--- src/rtl/uart_tx_buffered.sv ---
// rtl/uart_tx_buffered.sv - buffered 8N1/8N2 UART transmitter, even parity bit when UART_TX_PARITY_EN is defined
module uart_tx_buffered #(
    parameter int UART_BPS  = 9600,
    parameter int CLK_FREQ  = 50000000,
    parameter int STOP_BITS = 1
) (
    input  logic       system_clk,
    input  logic       system_rst_n,
    input  logic [7:0] pi_data,
    input  logic       pi_flag,
    output logic       pi_ready,
    output logic       tx,
    output logic       tx_busy,
    output logic       tx_done,
    output logic       overrun
);

    localparam int BAUD_CNT_MAX = CLK_FREQ / UART_BPS;
    localparam int BAUD_W = $clog2(BAUD_CNT_MAX + 1);
    localparam logic [BAUD_W-1:0] BAUD_LAST = BAUD_W'(BAUD_CNT_MAX - 1);
    localparam logic [3:0] STOP_LAST = 4'(STOP_BITS - 1);

    typedef enum logic [2:0] {
        IDLE   = 3'd0,
        START  = 3'd1,
        DATA   = 3'd2,
`ifdef UART_TX_PARITY_EN
        PARITY = 3'd4,
`endif
        STOP   = 3'd3
    } state_t;

    state_t            state, state_next;
    logic [BAUD_W-1:0] baud_cnt, baud_cnt_next;
    logic [3:0]        bit_cnt, bit_cnt_next;
    logic [7:0]        shift, shift_next;
    logic [7:0]        hold_data;
    logic              hold_valid, hold_valid_next;
    logic              bit_end, accept, load;
    logic              tx_next, done_next;

`ifdef UART_TX_PARITY_EN
    logic parity_bit;

    // even parity of the byte entering the shifter, captured at load time
    always_ff @(posedge system_clk or negedge system_rst_n) begin
        if (!system_rst_n) begin
            parity_bit <= 1'b0;
        end else if (load) begin
            parity_bit <= ^hold_data;
        end
    end
`endif

    assign bit_end = (baud_cnt == BAUD_LAST);
    // pi_ready mirrors an empty holding register, so this is the write acceptance
    assign accept  = pi_flag && pi_ready;

    // next-state, shifter, counters and line value for the following cycle
    always_comb begin
        state_next = state;
        shift_next = shift;
        load       = 1'b0;
        done_next  = 1'b0;
        case (state)
            IDLE: begin
                if (hold_valid) begin
                    load       = 1'b1;
                    state_next = START;
                end
            end
            START: begin
                if (bit_end) state_next = DATA;
            end
            DATA: begin
                if (bit_end) begin
                    shift_next = {1'b0, shift[7:1]};
                    if (bit_cnt == 4'd7) begin
`ifdef UART_TX_PARITY_EN
                        state_next = PARITY;
`else
                        state_next = STOP;
`endif
                    end
                end
            end
`ifdef UART_TX_PARITY_EN
            PARITY: begin
                if (bit_end) state_next = STOP;
            end
`endif
            STOP: begin
                if (bit_end && bit_cnt == STOP_LAST) begin
                    done_next = 1'b1;
                    if (hold_valid) begin
                        load       = 1'b1;
                        state_next = START;
                    end else begin
                        state_next = IDLE;
                    end
                end
            end
            default: state_next = IDLE;
        endcase

        if (load) shift_next = hold_data;

        // load and accept are exclusive: load needs a full hold, accept an empty one
        hold_valid_next = hold_valid;
        if (load)   hold_valid_next = 1'b0;
        if (accept) hold_valid_next = 1'b1;

        if (state == IDLE)  baud_cnt_next = '0;
        else if (bit_end)   baud_cnt_next = '0;
        else                baud_cnt_next = baud_cnt + 1'b1;

        // bit_cnt counts data bits in DATA and stop bits in STOP, cleared on every state change
        if (state_next != state)                         bit_cnt_next = 4'd0;
        else if (bit_end && (state == DATA || state == STOP)) bit_cnt_next = bit_cnt + 4'd1;
        else                                             bit_cnt_next = bit_cnt;

        case (state)
            START:   tx_next = 1'b0;
            DATA:    tx_next = shift[0];
`ifdef UART_TX_PARITY_EN
            PARITY:  tx_next = parity_bit;
`endif
            default: tx_next = 1'b1;
        endcase
    end

    // state, datapath and registered outputs; the line follows the FSM by one cycle
    always_ff @(posedge system_clk or negedge system_rst_n) begin
        if (!system_rst_n) begin
            state      <= IDLE;
            baud_cnt   <= '0;
            bit_cnt    <= 4'd0;
            shift      <= 8'd0;
            hold_data  <= 8'd0;
            hold_valid <= 1'b0;
            pi_ready   <= 1'b1;
            tx         <= 1'b1;
            tx_busy    <= 1'b0;
            tx_done    <= 1'b0;
            overrun    <= 1'b0;
        end else begin
            state      <= state_next;
            baud_cnt   <= baud_cnt_next;
            bit_cnt    <= bit_cnt_next;
            shift      <= shift_next;
            if (accept) hold_data <= pi_data;
            hold_valid <= hold_valid_next;
            pi_ready   <= ~hold_valid_next;
            tx         <= tx_next;
            tx_busy    <= (state != IDLE);
            tx_done    <= done_next;
            overrun    <= pi_flag && !pi_ready;
        end
    end

endmodule

--- config.mk ---
export PLATFORM = sky130hd
export DESIGN_NAME = uart_tx_buffered
export DESIGN_NICKNAME = d
export VERILOG_FILES = /design/src/rtl/uart_tx_buffered.sv
export SDC_FILE = /design/constraint.sdc
export NUM_CORES = 1
export LEC_CHECK = 0
export ABC_AREA = 0
export CORE_UTILIZATION = 52
export CTS_CLUSTER_SIZE = 14
export DETAILED_ROUTE_END_ITERATION = 12
export HOLD_SLACK_MARGIN = 0.03
export PLACE_DENSITY = 0.75
export SYNTH_ARGS = -nofsm -noshare
export SYNTH_HDL_FRONTEND = slang
export SYNTH_SLANG_ARGS = --single-unit
export TNS_END_PERCENT = 5
--- constraint.sdc ---
create_clock -name system_clk -period 2.3 [get_ports system_clk]
set_clock_uncertainty 0.1 [all_clocks]
set_input_delay 0.46 -clock system_clk [delete_from_list [all_inputs] [get_ports system_clk]]
set_output_delay 0.46 -clock system_clk [all_outputs]
set_load 0.03 [all_outputs]
# == Word-level counts from Yosys, hierarchy flattened ==
# Cells that the tools add are included.
# W data, S select, Z words.
# op_classes
addsub,2
n_mul,0
div_mod_pow,0
magnitude_cmp,0
n_eq_ne,6
shifts,0
muxes,22
n_bitwise,1
n_reduce_logical,13
# ops
cell,n
$mux W13,2
$mux W8,3
$mux W3,5
$add A13 B1 Y13 const B,1
$eq A13 B13 Y1 const B,1
$pmux W3 S4,1
$mux W4,2
$mux W1,7
$eq A3 B2 Y1 const B,2
$reduce_bool A2 Y1,3
$add A4 B1 Y4 const B,1
$eq A4 B3 Y1 const B,1
$logic_and A1 B1 Y1,4
$logic_not A4 Y1,1
$pmux W1 S2,2
$eq A3 B1 Y1 const B,1
$logic_not A3 Y1,1
$ne A3 B3 Y1,1
$reduce_bool A3 Y1,1
$reduce_and A2 Y1,1
$logic_not A1 Y1,1
$logic_or A1 B1 Y1,1
$not A1 Y1,1
# word_totals
register_bits,42
latch_bits,0
mem_bits_rw,0
rom_bits,0
input_bits,11
out_inout_bits,5
elab_cells,55
memories,0

# == Longest topological paths before layout ==
# Gate-level depths: netlist of run 1.
# depth
word_depth,7
ltp_mapped,6
ltp_nobuf,6

# == Least setup slack after synthesis of run 1 ==
# No wires, ideal clock.
# synth_path
path_kind,reg-to-reg
from,register bit_cnt[0]
to,register shift[1]
setup_ps,125
t_arrival_ps,1915
t_required_ps,2075
path_slack_ps,160
stages_incl_launch_ff,7
path_buffers,0
synth_period_minus_slack_ps,2140
cell_sequence,dfrtp_1 inv_1 ha_1 or3b_2 nor2_1 a31oi_4 mux2_4
# synth_via
elab_chain_cells,6
elab_cells_between_ends,8
classes_between,mux: 3; reduce/logical: 5
# synth_rtl
item,line,source
"start, declared",35,"logic [3:0] bit_cnt, bit_cnt_next;"
"start signal, assigned",149,bit_cnt <= bit_cnt_next;
$logic_not A4 Y1 (*),93,if (bit_end && bit_cnt == STOP_LAST) begin
$logic_and A1 B1 Y1 (*),93,
$mux W1 (*),93,
$pmux W1 S2 (*),65,case (state)
$reduce_bool A2 Y1 (no source line),-,
$reduce_and A2 Y1 (no source line),-,
"end signal, assigned",150,shift <= shift_next;
"end, declared",36,"logic [7:0] shift, shift_next;"
# Every way passes the cells marked *; elsewhere a longest branch is shown, timed or not.
# A chain may end at the register's enable or synchronous reset.

# == Worst setup path in the final report of run 1 ==
# layout_path
from,register bit_cnt[0]
to,register hold_valid
# layout_via
elab_chain_cells,6
# layout_rtl
item,line,source
$logic_not A4 Y1,93,
$logic_and A1 B1 Y1,93,
$mux W1,93,
$pmux W1 S2,65,
$mux W1,110,if (load) hold_valid_next = 1'b0;
$mux W1,111,if (accept) hold_valid_next = 1'b1;
named net hold_valid_next,38,"logic hold_valid, hold_valid_next;"
"end signal, assigned",152,hold_valid <= hold_valid_next;
"end, declared",38,
# The timed path passes the listed nets, and every way through them passes these cells.

==> key figures, run 1 <==
Drt
  – Routed WL: 4.12 mm
  – Router iterations before antenna repair: 4
  – Routed vias/inst: 5.77
  – Top Metal Used: met4
  – Met1 WL: 1.90 mm
  – Iteration-0 DRC count of the detailed router: 103
  – DRC: 0
  – Average wire per standard cell: 15.7 um
  – Met3 wire len: 193 um
  – Final antenna-violating net count: 0
  – Via Count: 1,517
  – Met2 routed WL: 1.99 mm

Synth
  – Yosys reg bits: 42
  – Top-count cell post-synth: dfrtp_1
  – Library cells used by synthesis: 45
  – Cells after synthesis: 187
  – Avg Inst Size Synth: 11.1 um2
  – Area contributors post-synth: dfrtp_1, mux2_2, xnor2_1
  – Syn nets: 201
  – Share of the synthesized area in the top cell type: 48.0%
  – Commonest register cell after synthesis: dfrtp_1
  – Netlist Area Pre-Place: 0.00208 mm2
  – Register area share after synthesis: 50.6%
  – Yosys top cell by area: dfrtp_1
  – Synth warn: 0
  – EDFF count, synth: 0
  – List of most frequent post-synthesis cells: dfrtp_1, nor2_1, mux2_2
  – Asr flop ratio synth: 100%

Finish
  – Share of layout cells above drive strength 1: 20.0%
  – Utilization after layout: 66.4%
  – ANT cells: 0
  – Fillers: 313
  – Area growth syn-to-layout: 19.4%
  – NumNets Final: 228

Timing
  – Final Hold Fails: 0
  – Slew Limit Fails: 0
  – Fmax: 0.471 GHz
  – Rel. slew slack: 58.4%
  – Worst-Margin Slew: 623 ps
  – RSZ-0062 raised after global routing: no
  – Worst Slack Setup Final: 178 ps
  – Final period util: 92.3%
  – Tmin final: 2120 ps
  – TNS Setup: 0 ps
  – Setup violators final: 0

Place
  – Placer congestion estimate: 0.889
  – IO buf count: 15
  – DPL Wire Length: 2.98 mm
  – DP Worst Slack: 180 ps

Floorplan
  – Total die area: 0.00426 mm2
  – Number of top-level pins: 16
  – Die Y: 65.3 um
  – Starting density of the core: 55.6%
  – Width of the chip: 65.3 um
  – Core ar.: 0.00374 mm2
  – Row count: 22

Power
  – Sw Share: 28.7%
  – Clock power frac: 28.9%
  – Power per cell area: 998 mW/mm2
  – Flop pwr share: 44.9%
  – Leak: 1.08 nW
  – Total power: 0.00248 W
  – Psw: 0.000712 W
  – Max VDD drop: 0.621 mV
  – Internal: 0.00177 W
  – Comb pwr share: 26.2%

Worst setup path
  – Cells on worst reg2reg path: 7
  – R2R Setup Slk: 180 ps
  – Arr. time, crit path: 2180 ps
  – CP endpoint kind: flop
  – R2R Path End: hold_valid$_DFF_PN0_
  – Crit Path Class: flop to flop
  – Crit start category: flop
  – Reg-to-reg startpoint: bit_cnt[0]$_DFFE_PN0P_
  – Critical path data required time: 2360 ps
  – CP max FO: 5
  – Worst setup path start: bit_cnt[0]$_DFFE_PN0P_

Global routing
  – First-pass GRT wire length: 7.04 mm
  – GR Overflow Total: 0
  – Number of global-route vias before repair: 1,493
  – Initial antenna violation count: 0
  – Largest net degree at the start of global routing: 29
  – GRT Total Usage: 21.9%

Clocking
  – Clock sink total: 42
  – Post-CTS Hold Buffers: 0
  – Clock-pin slew on the worst setup and hold paths: 80 ps
  – CTS tree: done
  – Max Buffers Root-to-Sink: 2
  – Root buffer cell: clkbuf_8
  – PostCTS Resize Cnt: 0
  – Worst-skew pair later-pin latency: 300 ps
  – Post-CTS setup buffer count: 0
  – H-tree depth: 2
  – Cts bufs inserted: 5

Status
  – Status: completed

Flow run
  – Max Cap Viol: 0

Min path
  – Hold Crit Class: input port to async pin
## through the flow
| step | std cells | instance area [um2] | hold WS (ps) |
|---|---|---|---|
| after global placement | 255 | 2340 | 377 |
| after global routing | 263 | 2490 | 123 |
| after floorplan | 187 | 2080 | 64.4 |
| final | 263 | 2490 | 69.8 |
| after detailed placement | 255 | 2340 | 392 |
| after CTS | 263 | 2490 | 88.5 |
## cells in the final DEF (no fill, tap or decap), types with 2 or more instances in the layout
| cell | synthesis | final |
|---|---|---|
| nand3b_1 | 2 | 2 |
| nand2_1 | 11 | 11 |
| dfstp_2 | 2 | 2 |
| dfrtp_1 | 40 | 40 |
| inv_1 | 11 | 11 |
| and4_1 | 2 | 2 |
| mux2_4 | 4 | 4 |
| clkbuf_8 | 0 | 6 |
| nor4_1 | 4 | 4 |
| nand3_1 | 6 | 6 |
| o21ai_0 | 3 | 3 |
| nor3b_1 | 2 | 2 |
| mux2_2 | 12 | 12 |
| and3_1 | 3 | 3 |
| mux2i_1 | 4 | 4 |
| nand4b_1 | 2 | 2 |
| o211ai_1 | 2 | 2 |
| and4b_1 | 2 | 2 |
| nor3_1 | 7 | 7 |
| nor2_1 | 18 | 18 |
| a41oi_1 | 2 | 2 |
| nand4_1 | 4 | 4 |
| nor4bb_1 | 2 | 2 |
| xor2_1 | 2 | 2 |
| ha_1 | 3 | 3 |
| clkdlybuf4s50_1 | 0 | 14 |
| a21oi_1 | 3 | 3 |
| bufinv_16 | 0 | 2 |
| xnor2_1 | 11 | 11 |
| buf_4 | 0 | 10 |
## flip-flops by register name, summed over array words and instances, names as in the netlist
register and count:
baud_cnt 13, hold_data 8, shift 8, bit_cnt 4, state 3, hold_valid 1
overrun 1, pi_ready 1, tx 1, tx_busy 1, tx_done 1
## cells by family after synthesis
logic type               count (synthesis)  share of synthesized area, %
buffers and inverters                   16                          2.88
AO/OA/AOI/OAI                           17                          6.49
adder cells (fa/ha/maj)                  3                          1.80
AND/OR/NAND/NOR                         75                          21.3
other                                    1                         0.180
flip-flops                              42                          50.6
XOR/XNOR                                13                          5.47
multiplexers                            20                          11.3
## how the worst max path moves through the flow
| stage | to |
|---|---|
| 6_report | hold_valid$_DFF_PN0_ |
| 2_1_floorplan | shift[1]$_DFFE_PN0P_ |
| 3_5_place_dp | hold_valid$_DFF_PN0_ |
| 5_1_grt | shift[1]$_DFFE_PN0P_ |
| 4_1_cts | shift[3]$_DFFE_PN0P_ |
| 3_3_place_gp | shift[3]$_DFFE_PN0P_ |
## routing by layer
metal,up-vias,GRT usage [%]
li1,717,-
met1,748,30.2
met2,48,34.0
met3,4,4.17
met4,0,8.97
met5,-,0
## worst max-delay path: stages (launching register included)
cell	delay, ps
dfrtp_1	410
inv_1	100
ha_1	150
or3b_2	470
nor2_1	250
buf_4	190
and4_1	230
o21ai_0	100
## power groups by stage
stage	logic [W]	clock network, W	registers, W
2_1_floorplan	0.000457	0	0.00110
3_3_place_gp	0.000619	0	0.00111
3_5_place_dp	0.000654	0	0.00113
4_1_cts	0.000658	0.000722	0.00111
5_1_grt	0.000715	0.000749	0.00115
6_report	0.000650	0.000718	0.00111
## cell type report
cell class                      instances  area [um2]  share of cell area (%)
Clock buffer                            6        82.6                    3.32
Multi-Input combinational cell        129         970                    39.0
Sequential cell                        42        1050                    42.4
Inverter                               11        41.3                    1.66
Timing Repair Buffer                   25         220                    8.85
Clock inverter                          2        60.1                    2.41
Tap cell                               48        60.1                    2.41
Power figures use the tool's default switching activity.
==> inputs of run 2 (changes only) <==
Settings changed: CORE_MARGIN set to 1.5.
==> run 2 against run 1 <==
- final cell count unchanged
- critical path depth down 1
- global-route usage down 0.75 points
- first-iteration DRC count down 1.9%
- sequential cell count unchanged
- register-to-register slack about the same
- die area up 3.1%
- clock-buffer cell count up 1
- via count down 3.2%
- sequential share of layout area up 0.63 points
- combinational power down 0.6%
- hold slack better by 2.3 ps
==> key figures, run 2 (same netlist as run 1, synthesis figures left out) <==
Timing
  – RSZ-0062 raised after global routing: no (unchanged)
  – Final period util: 92.0% (was 92.3%)
  – Tmin final: 2120 ps (about the same)
  – Setup violators final: 0 (unchanged)
  – Fmax: 0.472 GHz (was 0.471 GHz)
  – Final Hold Fails: 0 (unchanged)
  – Slew Limit Fails: 0 (unchanged)
  – Rel. slew slack: 58.1% (was 58.4%)
  – TNS Setup: 0 ps (unchanged)
  – Worst-Margin Slew: 628 ps (was 623 ps)

Drt
  – Routed WL: 3.98 mm (was 4.12 mm)
  – DRC: 0 (unchanged)
  – Router iterations before antenna repair: 4 (unchanged)
  – Via Count: 1,468 (was 1,517)
  – Routed vias/inst: 5.58 (was 5.77)
  – Average wire per standard cell: 15.1 um (was 15.7 um)
  – Iteration-0 DRC count of the detailed router: 101 (was 103)
  – Final antenna-violating net count: 0 (unchanged)

Place
  – Placed inst area: 0.00234 mm2 (unchanged)
  – IO buf count: 15 (unchanged)
  – DPL Wire Length: 2.96 mm (was 2.98 mm)
  – Placer congestion estimate: 0.886 (was 0.889)

Worst setup path
  – Cells on worst reg2reg path: 6 (was 7)
  – Critical path data required time: 2380 ps (was 2360 ps)
  – Critical path depth: 6 (was 7)
  – Worst path max stage delay: 470 ps (about the same)
  – CP max FO: 7 (was 5)
  – CP delay by family, top: simple AND/OR/NAND/NOR gates (unchanged)
  – Cells along the critical path: inv_1 > ha_1 > or3b_2 > nor2_1 > a31oi_4 > mux2_4 (was inv_1 > ha_1 > or3b_2 > nor2_1 > buf_4 > and4_1 > o21ai_0)
  – Crit start category: flop (unchanged)
  – CP max stage cell: or3b_2 (unchanged)
  – WP buf/inv: 1 (was 2)
  – Crit Path Class: flop to flop (unchanged)
  – CP endpoint kind: flop (unchanged)
  – Arr. time, crit path: 2200 ps (was 2180 ps)

Finish
  – NumNets Final: 228 (unchanged)
  – Largest Register: baud_cnt (unchanged)
  – Final Instance Area: 0.00245 mm2 (was 0.00249 mm2)
  – Max FFs per register: 13 (unchanged)
  – ANT cells: 0 (unchanged)
  – Register area: 0.00105 mm2 (unchanged)
  – Share of layout cells above drive strength 1: 19.1% (was 20.0%)
  – Top flop regs: baud_cnt x13, hold_data x8, shift x8 (unchanged)
  – Multi-input combinational cell area: 970 um2 (unchanged)
  – Area growth syn-to-layout: 17.7% (was 19.4%)
  – Utilization after layout: 65.5% (was 66.4%)
  – Commonest non-fill, non-tap cell in the layout: dfrtp_1 (unchanged)
  – Fillers: 312 (was 313)
  – Most frequent cells in the layout: dfrtp_1, nor2_1, clkdlybuf4s50_1 (unchanged)

Floorplan
  – Row count: 22 (unchanged)
  – Core ar.: 0.00374 mm2 (unchanged)
  – Starting density of the core: 55.6% (unchanged)
  – Die Y: 66.3 um (was 65.3 um)
  – Number of top-level pins: 16 (unchanged)
  – Width of the chip: 66.3 um (was 65.3 um)
  – Total die area: 0.00440 mm2 (was 0.00426 mm2)

Power
  – Max VDD drop: 0.588 mV (was 0.621 mV)
  – Power per cell area: 944 mW/mm2 (was 998 mW/mm2)
  – Leak: 1.06 nW (was 1.08 nW)
  – Total power: 0.00232 W (was 0.00248 W)

Clocking
  – H-tree depth: 2 (unchanged)
  – Root buffer cell: clkbuf_8 (unchanged)
  – Max Buffers Root-to-Sink: 2 (unchanged)
  – Clock sink total: 42 (unchanged)
  – Post-CTS setup buffer count: 0 (unchanged)
  – PostCTS Resize Cnt: 0 (unchanged)
  – Worst-skew pair later-pin latency: 300 ps (about the same)
  – Cts bufs inserted: 5 (unchanged)
  – Post-CTS Hold Buffers: 0 (unchanged)
  – Clock-pin slew on the worst setup and hold paths: 80 ps (about the same)
  – CTS tree: done (unchanged)

Global routing
  – First-pass GRT wire length: 6.91 mm (was 7.04 mm)
  – GR Overflow Total: 0 (unchanged)
  – Met3 Track Usage GR: 6.47% (was 4.17%)
  – Largest net degree at the start of global routing: 29 (unchanged)
  – Initial antenna violation count: 0 (unchanged)
  – GRT met2 Usage: 32.0% (was 34.0%)
  – GR Util met1: 29.3% (was 30.2%)
  – Grt peak-use layer: met2 (unchanged)
  – Number of global-route vias before repair: 1,466 (was 1,493)
  – GRT Total Usage: 21.2% (was 21.9%)

Status
  – Status: completed (unchanged)

Min path
  – Hold Crit Class: input port to async pin (unchanged)

Flow run
  – Max Cap Viol: 0 (unchanged)
-- run 2: cell types whose count changed in the layout (fill, tap and decap cells not counted) --
cell       change
clkbuf_1       +2
bufinv_16      -1
clkbuf_8       -1
-- run 2: through the flow --
stage	worst slack, ps	hold WS (ps)	instances
floorplan	160	64.4	187
global placement	238	377	255
detailed placement	181	392	255
CTS	175	80.5	263
global route	46.4	110	263
finish	184	72.1	263
-- run 2: where the power goes --
part,internal [W],switching [W],leakage [nW]
clock network,0.000324,0.000235,0.0524
logic,0.000350,0.000296,0.475
registers,0.000958,0.000152,0.532
-- run 2: final cells by class --
class	count	area share, %
clock buffers	7	3.11
clock inverters	1	1.23
inverters	11	1.68
multi-input cells	129	39.6
flip-flops and latches	42	43.0
well taps	48	2.45
repair buffers	25	8.98
-- run 2: layer usage --
layer,part of all wire (%),vias up
met3,4.9,7
li1,-,721
met4,1.3,0
met5,0,-
met2,46,40
met1,47,700
-- run 2: worst paths after layout --
check	start	to	slack (ps)
hold / removal	system_rst_n	baud_cnt[1]$_DFF_PN0_	70
setup / recovery	bit_cnt[0]$_DFFE_PN0P_	shift[1]$_DFFE_PN0P_	180
hold reg to reg	hold_data[2]$_DFFE_PN0P_	shift[2]$_DFFE_PN0P_	400
setup reg to reg	bit_cnt[0]$_DFFE_PN0P_	shift[1]$_DFFE_PN0P_	180
min in group system_clk	hold_data[2]$_DFFE_PN0P_	shift[2]$_DFFE_PN0P_	400
max in group asynchronous	system_rst_n	shift[4]$_DFFE_PN0P_	1460
-- run 2: worst reg2reg max path, cell delays in order, from the launching register on --
cell and delay, ps:
dfrtp_1 400, inv_1 100, ha_1 160, or3b_2 470, nor2_1 230, a31oi_4 200, mux2_4 340
==> inputs of run 3 (changes only) <==
Settings changed: GPL_ROUTABILITY_DRIVEN set to 1.
==> results of run 3 <==
No change in the layout: final DEF, timing and power equal those of run 2.
